File: config.mk
export PLATFORM = sky130hd
export DESIGN_NAME = debounce_bank
export DESIGN_NICKNAME = d
export VERILOG_FILES = /design/src/rtl/debounce_pkg.sv /design/src/rtl/debounce_channel.sv /design/src/rtl/debounce_bank.sv
export SDC_FILE = /design/constraint.sdc
export NUM_CORES = 1
export LEC_CHECK = 0
export BUFFER_PORTS_ARGS = -buffer_cell sky130_fd_sc_hd__buf_4
export CAP_MARGIN = 20
export CORE_AREA = 2 2 152 154
export DETAILED_ROUTE_END_ITERATION = 10
export DIE_AREA = 0 0 154 156
export GPL_TIMING_DRIVEN = 0
export PLACE_DENSITY = 0.58
export SETUP_SLACK_MARGIN = 0.3
export SLEW_MARGIN = 20
export SYNTH_ARGS = -nofsm -noshare
export SYNTH_HDL_FRONTEND = slang
export SYNTH_HIERARCHICAL = 1
export SYNTH_SLANG_ARGS = --single-unit
File: constraint.sdc
create_clock -name clock -period 1.3 [get_ports clock]
set_input_delay 0.065 -clock clock [delete_from_list [all_inputs] [get_ports clock]]
set_output_delay 0.065 -clock clock [all_outputs]
set_load 0.01 [all_outputs]
File: src/rtl/debounce_pkg.sv
// Shared constants and helpers for tick-paced debounce logic.
package debounce_pkg;

    localparam int DEBOUNCE_TICK_MS   = 32'd1;
    localparam int DEFAULT_MAX_COUNT  = 32'd16;
    localparam int DEFAULT_LONG_COUNT = 32'd1000;

    // Counter width for a window of n ticks, never narrower than one bit.
    function automatic int cnt_width(input int n);
        int w;
        w = $clog2(n);
        if (w < 32'd1) begin
            return 32'd1;
        end else begin
            return w;
        end
    endfunction

endpackage

File: src/rtl/debounce_channel.sv
// One debounced channel: synchroniser, stability window, edge strobes and long-press timer.
module debounce_channel
    import debounce_pkg::*;
#(
    parameter int   MAX_COUNT   = DEFAULT_MAX_COUNT,
    parameter int   LONG_COUNT  = DEFAULT_LONG_COUNT,
    parameter int   SYNC_STAGES = 2,
    parameter logic INIT_LEVEL  = 1'b0
) (
    input  logic clock,
    input  logic reset,
    input  logic tick,
    input  logic raw,
    output logic level,
    output logic rise,
    output logic fall,
    output logic held,
    output logic long_press,
    output logic change_next
);

    localparam int              CW       = cnt_width(MAX_COUNT);
    localparam logic [CW-1:0]   CNT_LAST = CW'(MAX_COUNT - 1);

    logic [SYNC_STAGES-1:0] sync_r;
    logic [CW-1:0]          cnt_r;
    logic [CW-1:0]          cnt_next_s;
    logic                   level_r;
    logic                   level_next_s;
    logic                   rise_r;
    logic                   fall_r;
    logic                   rise_next_s;
    logic                   fall_next_s;
    logic                   sample_s;

    assign sample_s = sync_r[SYNC_STAGES-1];

    // Stability window: any agreeing tick restarts it, the last disagreeing tick commits.
    always_comb begin
        cnt_next_s   = cnt_r;
        level_next_s = level_r;
        rise_next_s  = 1'b0;
        fall_next_s  = 1'b0;
        if (tick) begin
            if (sample_s != level_r) begin
                if (cnt_r == CNT_LAST) begin
                    cnt_next_s   = '0;
                    level_next_s = sample_s;
                    rise_next_s  = sample_s;
                    fall_next_s  = ~sample_s;
                end else begin
                    cnt_next_s = cnt_r + CW'(1'b1);
                end
            end else begin
                cnt_next_s = '0;
            end
        end else begin
            cnt_next_s = cnt_r;
        end
    end

    // Synchroniser runs every clock; window, level and strobes update from next-state.
    always_ff @(posedge clock) begin
        if (reset) begin
            sync_r  <= {SYNC_STAGES{INIT_LEVEL}};
            cnt_r   <= '0;
            level_r <= INIT_LEVEL;
            rise_r  <= 1'b0;
            fall_r  <= 1'b0;
        end else begin
            sync_r  <= {sync_r[SYNC_STAGES-2:0], raw};
            cnt_r   <= cnt_next_s;
            level_r <= level_next_s;
            rise_r  <= rise_next_s;
            fall_r  <= fall_next_s;
        end
    end

    generate
        if (LONG_COUNT > 0) begin : g_long
            localparam int            LW     = $clog2(LONG_COUNT + 1);
            localparam logic [LW-1:0] LC_MAX = LW'(LONG_COUNT);

            logic [LW-1:0] lc_r;
            logic          held_r;
            logic          lp_r;

            // held drops on the same tick the level falls, so it keys off next-state.
            always_ff @(posedge clock) begin
                if (reset) begin
                    lc_r   <= '0;
                    held_r <= 1'b0;
                    lp_r   <= 1'b0;
                end else begin
                    lp_r <= 1'b0;
                    if (tick) begin
                        if (!level_next_s) begin
                            lc_r   <= '0;
                            held_r <= 1'b0;
                        end else if (level_r && (lc_r != LC_MAX)) begin
                            lc_r <= lc_r + LW'(1'b1);
                            if (lc_r == (LC_MAX - LW'(1'b1))) begin
                                held_r <= 1'b1;
                                lp_r   <= 1'b1;
                            end
                        end
                    end
                end
            end

            assign held       = held_r;
            assign long_press = lp_r;
        end else begin : g_no_long
            assign held       = 1'b0;
            assign long_press = 1'b0;
        end
    endgenerate

    assign level       = level_r;
    assign rise        = rise_r;
    assign fall        = fall_r;
    assign change_next = rise_next_s | fall_next_s;

endmodule

File: src/rtl/debounce_bank.sv
// Bank of independent debounced switch channels paced by a shared sample tick.
module debounce_bank
    import debounce_pkg::*;
#(
    parameter int   CHANNELS    = 8,
    parameter int   MAX_COUNT   = DEFAULT_MAX_COUNT,
    parameter int   LONG_COUNT  = DEFAULT_LONG_COUNT,
    parameter int   SYNC_STAGES = 2,
    parameter logic INIT_LEVEL  = 1'b0
) (
    input  logic                clock,
    input  logic                reset,
    input  logic                tick,
    input  logic [CHANNELS-1:0] in,
    output logic [CHANNELS-1:0] out,
    output logic [CHANNELS-1:0] rise,
    output logic [CHANNELS-1:0] fall,
    output logic [CHANNELS-1:0] held,
    output logic [CHANNELS-1:0] long_press,
    output logic                any_change
);

    logic [CHANNELS-1:0] change_next_s;
    logic                any_change_r;

    generate
        for (genvar i = 0; i < CHANNELS; i++) begin : g_ch
            debounce_channel #(
                .MAX_COUNT  (MAX_COUNT),
                .LONG_COUNT (LONG_COUNT),
                .SYNC_STAGES(SYNC_STAGES),
                .INIT_LEVEL (INIT_LEVEL)
            ) u_channel (
                .clock      (clock),
                .reset      (reset),
                .tick       (tick),
                .raw        (in[i]),
                .level      (out[i]),
                .rise       (rise[i]),
                .fall       (fall[i]),
                .held       (held[i]),
                .long_press (long_press[i]),
                .change_next(change_next_s[i])
            );
        end
    endgenerate

    // Registered from next-state so it lines up with the rise/fall strobes.
    always_ff @(posedge clock) begin
        if (reset) begin
            any_change_r <= 1'b0;
        end else begin
            any_change_r <= |change_next_s;
        end
    end

    assign any_change = any_change_r;

endmodule

==> results of run 1 <==
## area by class of cell
type	count	share of cell area, %
plain buffers	32	3.45
clock buffers	18	3.52
clock inverters	14	1.14
inverters	32	1.01
multi-input cells	595	44.8
flip-flops and latches	169	29.0
well taps	285	2.93
repair buffers	200	14.2
## layout by cell type (no fill, tap or decap), drive strengths merged
cell type and n:
nand3 64, nor2b 16, o221ai 8, nand4b 16, and2 8, nor3 40
nand3b 8, o311ai 8, nor4 2, or4 8, o21ai 16, clkbuf 18
a21oi 25, clkinvlp 3, buf 223, nor4b 16, nand4 24, or2b 8
xor2 8, nor2 136, inv 37, dlygate4sd3 8, mux2 8, bufinv 1
nand2 32, a21o 8, xnor2 72, ha 24, mux2i 24, dfxtp 169
o21ba 8, bufbuf 1, nand2b 8, clkinv 5
## critical path, stage by stage, from the launching register on
cell and delay, ns:
dfxtp_4 0.37, nand4_1 0.27, o311ai_4 0.40, mux2i_1 0.23
nor2_1 0.05
## metrics by stage
stage               setup WS [ns]  setup TNS [ns]  area, µm²  power (mW)
floorplan                 -0.0376          -0.301       8130        5.59
global placement           -0.409           -9.73       8870        5.71
detailed placement         -0.398           -8.62       8870        5.71
CTS                        -0.108           -1.02      11300        10.8
global route               -0.230           -8.40      12200        11.2
finish                     -0.120           -2.04      12200        10.7
## logic make-up (layout without fill, tap and decap cells)
kind of cell             Yosys count  after routing  synth area share (%)
XOR/XNOR                          80             80                  9.80
buffers and inverters             64            296                  5.41
AND/OR/NAND/NOR                  386            386                  26.1
adder cells (fa/ha/maj)           24             24                  3.87
multiplexers                      32             32                  4.25
AO/OA/AOI/OAI                     73             73                  7.03
flip-flops                       169            169                  43.6
## routing by layer
| layer | part of all wire [%] | global-route usage, % | wire length [µm] | up-vias |
|---|---|---|---|---|
| li1 | - | - | - | 3301 |
| met1 | 47 | 17.9 | 8460 | 3051 |
| met2 | 50 | 25.5 | 9080 | 57 |
| met3 | 1.9 | 3.25 | 343 | 21 |
| met4 | 1.3 | 5.47 | 243 | 0 |
| met5 | 0 | 0 | 0 | - |
## timing repair
| item | 4_1_cts | 5_1_grt |
|---|---|---|
| cloned | 4 | 0 |
| hold buffers | 8 | 0 |
| pin swaps | 102 | 71 |
| gates resized for setup | 211 | 151 |
| endpoints found under the hold margin | 8 | 0 |
| setup buffers | 100 | 37 |
| setup endpoints to repair | 152 | 166 |
## sequential cells by signal, summed over array words and instances, names as in the netlist
name                        flops
g_ch.u_channel/g_long.lc_r     80
g_ch.u_channel/cnt_r           32
g_ch.u_channel/sync_r          16
g_ch.u_channel/fall             8
g_ch.u_channel/held             8
g_ch.u_channel/level            8
g_ch.u_channel/long_press       8
g_ch.u_channel/rise             8
any_change                      1
## path summary, 6_finish.rpt
path / start / end / slack (ns) / cells after the start
worst max register to register: g_ch[1].u_channel/g_long.lc_r[5] / g_ch[1].u_channel/g_long.lc_r[1] / -0.12 / 4
worst max-delay path: g_ch[1].u_channel/g_long.lc_r[5] / g_ch[1].u_channel/g_long.lc_r[1] / -0.12 / 4
worst min-delay path: reset / any_change / 0.16 / 2
worst min register to register: g_ch[0].u_channel/sync_r[0] / g_ch[0].u_channel/sync_r[1] / 0.44 / 1
## power by group
part           total (mW)  switching [mW]  internal [mW]
combinational       0.553           0.272          0.281
sequential           5.22          0.0470           5.17
clock                4.92            2.24           2.68
total                10.7            2.56           8.14
==> flow_summary.toml, run 1 <==
[floorplanning]
coreArea_mm2 = 0.0224
rows = 55
io_pins = 52
fp.dieH_um = 156
dieArea_mm2 = 0.0240
initial_core_util_pct = 34.7
die_width_um = 154

[global_routing]
grt_pass1_vias = 6237
grt-ovfl-total = 0
grt_max_degree = 26
grt_pass1_wl_um = 29100
antenna_found_initial = 0
track_usage_pct = 14.7

[routing]
drt-pass1-iter-count = 4
avgRoutedWirePerCell_um = 13.5
drt_iter0_markers = 231
routed_wl_um = 18100
drc_errors = 0
vias = 6430
ant_nets = 0
vias_per_cell = 4.78

[timing]
worst_slack_ns = -0.120
rsz0062_at_grt = "yes"
max_freq_ghz = 0.704
max_slew_margin_pct = 69.3
finalClockSkew_ns = 0.00946
setup-violations-final = 80
hold_viol = 0
tightest_slew_ns = 0.460
min_period_over_period_pct = 109
fin_crit_ns = 1.42
slew_violations = 0
worst_hold_slack_ns = 0.161

[yosys]
synth_area_leaders = "dfxtp_1 44%, xnor2_1 8.1%, nor2_1 6.6%"
yosys_warnings = 6
synthesis.area_mm2 = 0.00776
yosys-top-cells-count = "169 x dfxtp_1, 136 x nor2_1, 72 x xnor2_1"
yosysTopAreaCell = "dfxtp_1"
yosysTopAreaCellShare_pct = 43.6
synth_seq_area_share_pct = 43.6
synth_nets = 863
dominantRegCellSynth = "dfxtp_1"
synthDistinctLibCells = 30
yosysMostFrequentCell = "dfxtp_1"
syn_inst = 828
synth-edff-count = 0
ys_ff_latch = 169
synth_area_per_cell_um2 = 9.38
synth-async-reset-ratio_pct = 0

[critical_path]
crit_arrival_ns = 1.75
worst-path-max-fanout = 5
worstSetupStartpointType = "flop"
worst-endpoint-required_ns = 1.63
crit_type = "reg2reg"
critPathCaptureType = "flop"

[clocking]
clock-root-buffer = "clkbuf_16"
clkTransAtPathRegs_ns = 0.07
cts_tree = "built"
numCtsBuffers = 17
clock-sinks = 169
htree_levels = 4
clk_latency_ns = 0.43
cts.path.max_buffers = 2

[power]
power_density_mw_per_mm2 = 878
p_leak_nw = 4.23
vdd_drop_max_mv = 0.553

[flow_run]
max-cap-violations = 0

[placement]
dp.cells = 1164
dp_hpwl_um = 9830
gp_congestion = 0.748
port_buffers = 51

[cells_and_area]
utilization_pct = 54.5
areaGrowthSynthToFinish_pct = 56.9
layout.nets = 1082
layout.area.seq_mm2 = 0.00353
nFillCells = 1883
multiInputGateArea_mm2 = 0.00545
drive_gt1_share_pct = 53.9
diodes = 0
fin_cells = 1345

[worst_hold_path]
hold_path.class = "in2reg"

[run_status]
violations = "negative setup slack"
outcome = "finished with violations"
(Power assumes the default switching activity.)
==> inputs of run 2 (changes only) <==
--- a/config.mk
+++ b/config.mk
@@ -12,6 +12,7 @@
 export DIE_AREA = 0 0 154 156
 export GPL_TIMING_DRIVEN = 0
 export PLACE_DENSITY = 0.58
+export RECOVER_POWER = 50
 export SETUP_SLACK_MARGIN = 0.3
 export SLEW_MARGIN = 20
 export SYNTH_ARGS = -nofsm -noshare
==> flow_summary.toml, run 2 (synthesis results as in run 1) <==
[run_status]
outcome = "finished with violations"
violations = "negative setup slack"

[routing]
drt-pass1-iter-count = 4
routed_wl_um = 18100
ant_nets = 0
vias_per_cell = 4.79
avgRoutedWirePerCell_um = 13.5
drt_iter0_markers = 239
drc_errors = 0
vias = 6447

[timing]
finalClockSkew_ns = 0.0116
hold_viol = 0
max_freq_ghz = 0.704
fin_crit_ns = 1.42
fin_setup_tns_ns = -2.13
tightest_slew_ns = 0.458
worst_hold_slack_ns = 0.166
rsz0062_at_grt = "yes"
max_slew_margin_pct = 69.5
setup-violations-final = 81
slew_violations = 0
min_period_over_period_pct = 109
worst_slack_ns = -0.120

[cells_and_area]
diodes = 0
largest_reg_flops = 80
final_common_cell = "buf_4"
drive_gt1_share_pct = 50.9
largest_register = "g_ch.u_channel/g_long.lc_r"
mostFrequentLayoutCells = "113 x buf_4, 103 x nor2_1, 97 x dfxtp_1"
layout.nets = 1082
areaGrowthSynthToFinish_pct = 55.6
final_cell_area_mm2 = 0.0121
largestRegisters = "g_ch.u_channel/g_long.lc_r (80), g_ch.u_channel/cnt_r (32), g_ch.u_channel/sync_r (16)"

[placement]
gp_congestion = 0.748
dp_hpwl_um = 9830
port_buffers = 51
dp_worst_setup_slack_ns = -0.398
placed_cell_area_mm2 = 0.00887

[clocking]
clock-root-buffer = "clkbuf_16"
clkTransAtPathRegs_ns = 0.07
numCtsBuffers = 17
htree_levels = 4
clk_latency_ns = 0.43
cts_tree = "built"
clock-sinks = 169
cts.path.max_buffers = 2

[critical_path]
crit_type = "reg2reg"
critPathCaptureType = "flop"
worstSetupStartpointType = "flop"
crit_arrival_ns = 1.75
worst-path-max-fanout = 5
worst-endpoint-required_ns = 1.63

[flow_run]
max-cap-violations = 0

[global_routing]
antenna_found_initial = 0
grt_max_degree = 26
track_usage_pct = 14.7
grt-ovfl-total = 0
grt_pass1_vias = 6237
grt_pass1_wl_um = 29100

[worst_hold_path]
hold_path.class = "in2reg"

[power]
vdd_drop_max_mv = 0.550
p_leak_nw = 4.12
totalPowerFinal_mw = 10.7
power_density_mw_per_mm2 = 885

[floorplanning]
dieArea_mm2 = 0.0240
initial_core_util_pct = 34.7
coreArea_mm2 = 0.0224
fp.dieH_um = 156
rows = 55
die_width_um = 154
io_pins = 52
## run 2: metrics by stage
step | utilization, % | std cells
floorplan | - | 828
global placement | 39.7 | 1164
CTS | 50.5 | 1308
global route | 54.0 | 1345
detailed placement | 39.7 | 1164
finish | 54.0 | 1345
## run 2: final timing paths
kind / startpoint / end / slack (ns) / cells after the start
min reg2reg: g_ch[0].u_channel/sync_r[0] / g_ch[0].u_channel/sync_r[1] / 0.44 / 1
max reg2reg: g_ch[1].u_channel/g_long.lc_r[5] / g_ch[1].u_channel/g_long.lc_r[1] / -0.12 / 4
max: g_ch[1].u_channel/g_long.lc_r[5] / g_ch[1].u_channel/g_long.lc_r[1] / -0.12 / 4
min: reset / any_change / 0.17 / 2
## run 2: area by class of cell
type | count | area [µm²]
Buffer | 32 | 420
Clock buffer | 18 | 429
Inverter | 32 | 123
Multi-Input combinational cell | 595 | 5450
Fill cell | 1907 | 10300
Timing Repair Buffer | 200 | 1640
Tap cell | 285 | 357
Sequential cell | 169 | 3520
Clock inverter | 14 | 139
## run 2: metal layers
metal	wire, µm	track usage, %	vias up
met5	0	0	-
met4	220	5.47	0
met3	337	3.25	17
met2	9100	25.5	58
met1	8460	17.9	3067
li1	-	-	3305
## run 2: worst max-delay path: stages, from the launching register on
cell,delay (ns)
dfxtp_4,0.37
nand4_1,0.27
o311ai_4,0.40
mux2i_1,0.23
nor2_1,0.05
## run 2: where the power goes
part,internal [mW],leakage [nW],switching [mW]
Combinational,0.280,2.44,0.272
Sequential,5.17,1.41,0.0470
Clock,2.68,0.270,2.24
## run 2: timing repair
action / 4_1_cts / 5_1_grt
hold buffers: 8 / 0
cloned: 4 / 0
pin swaps: 102 / 71
gates resized for setup: 211 / 151
setup buffers: 100 / 37
endpoints found under the setup margin: 152 / 166
hold endpoints to repair: 8 / 0
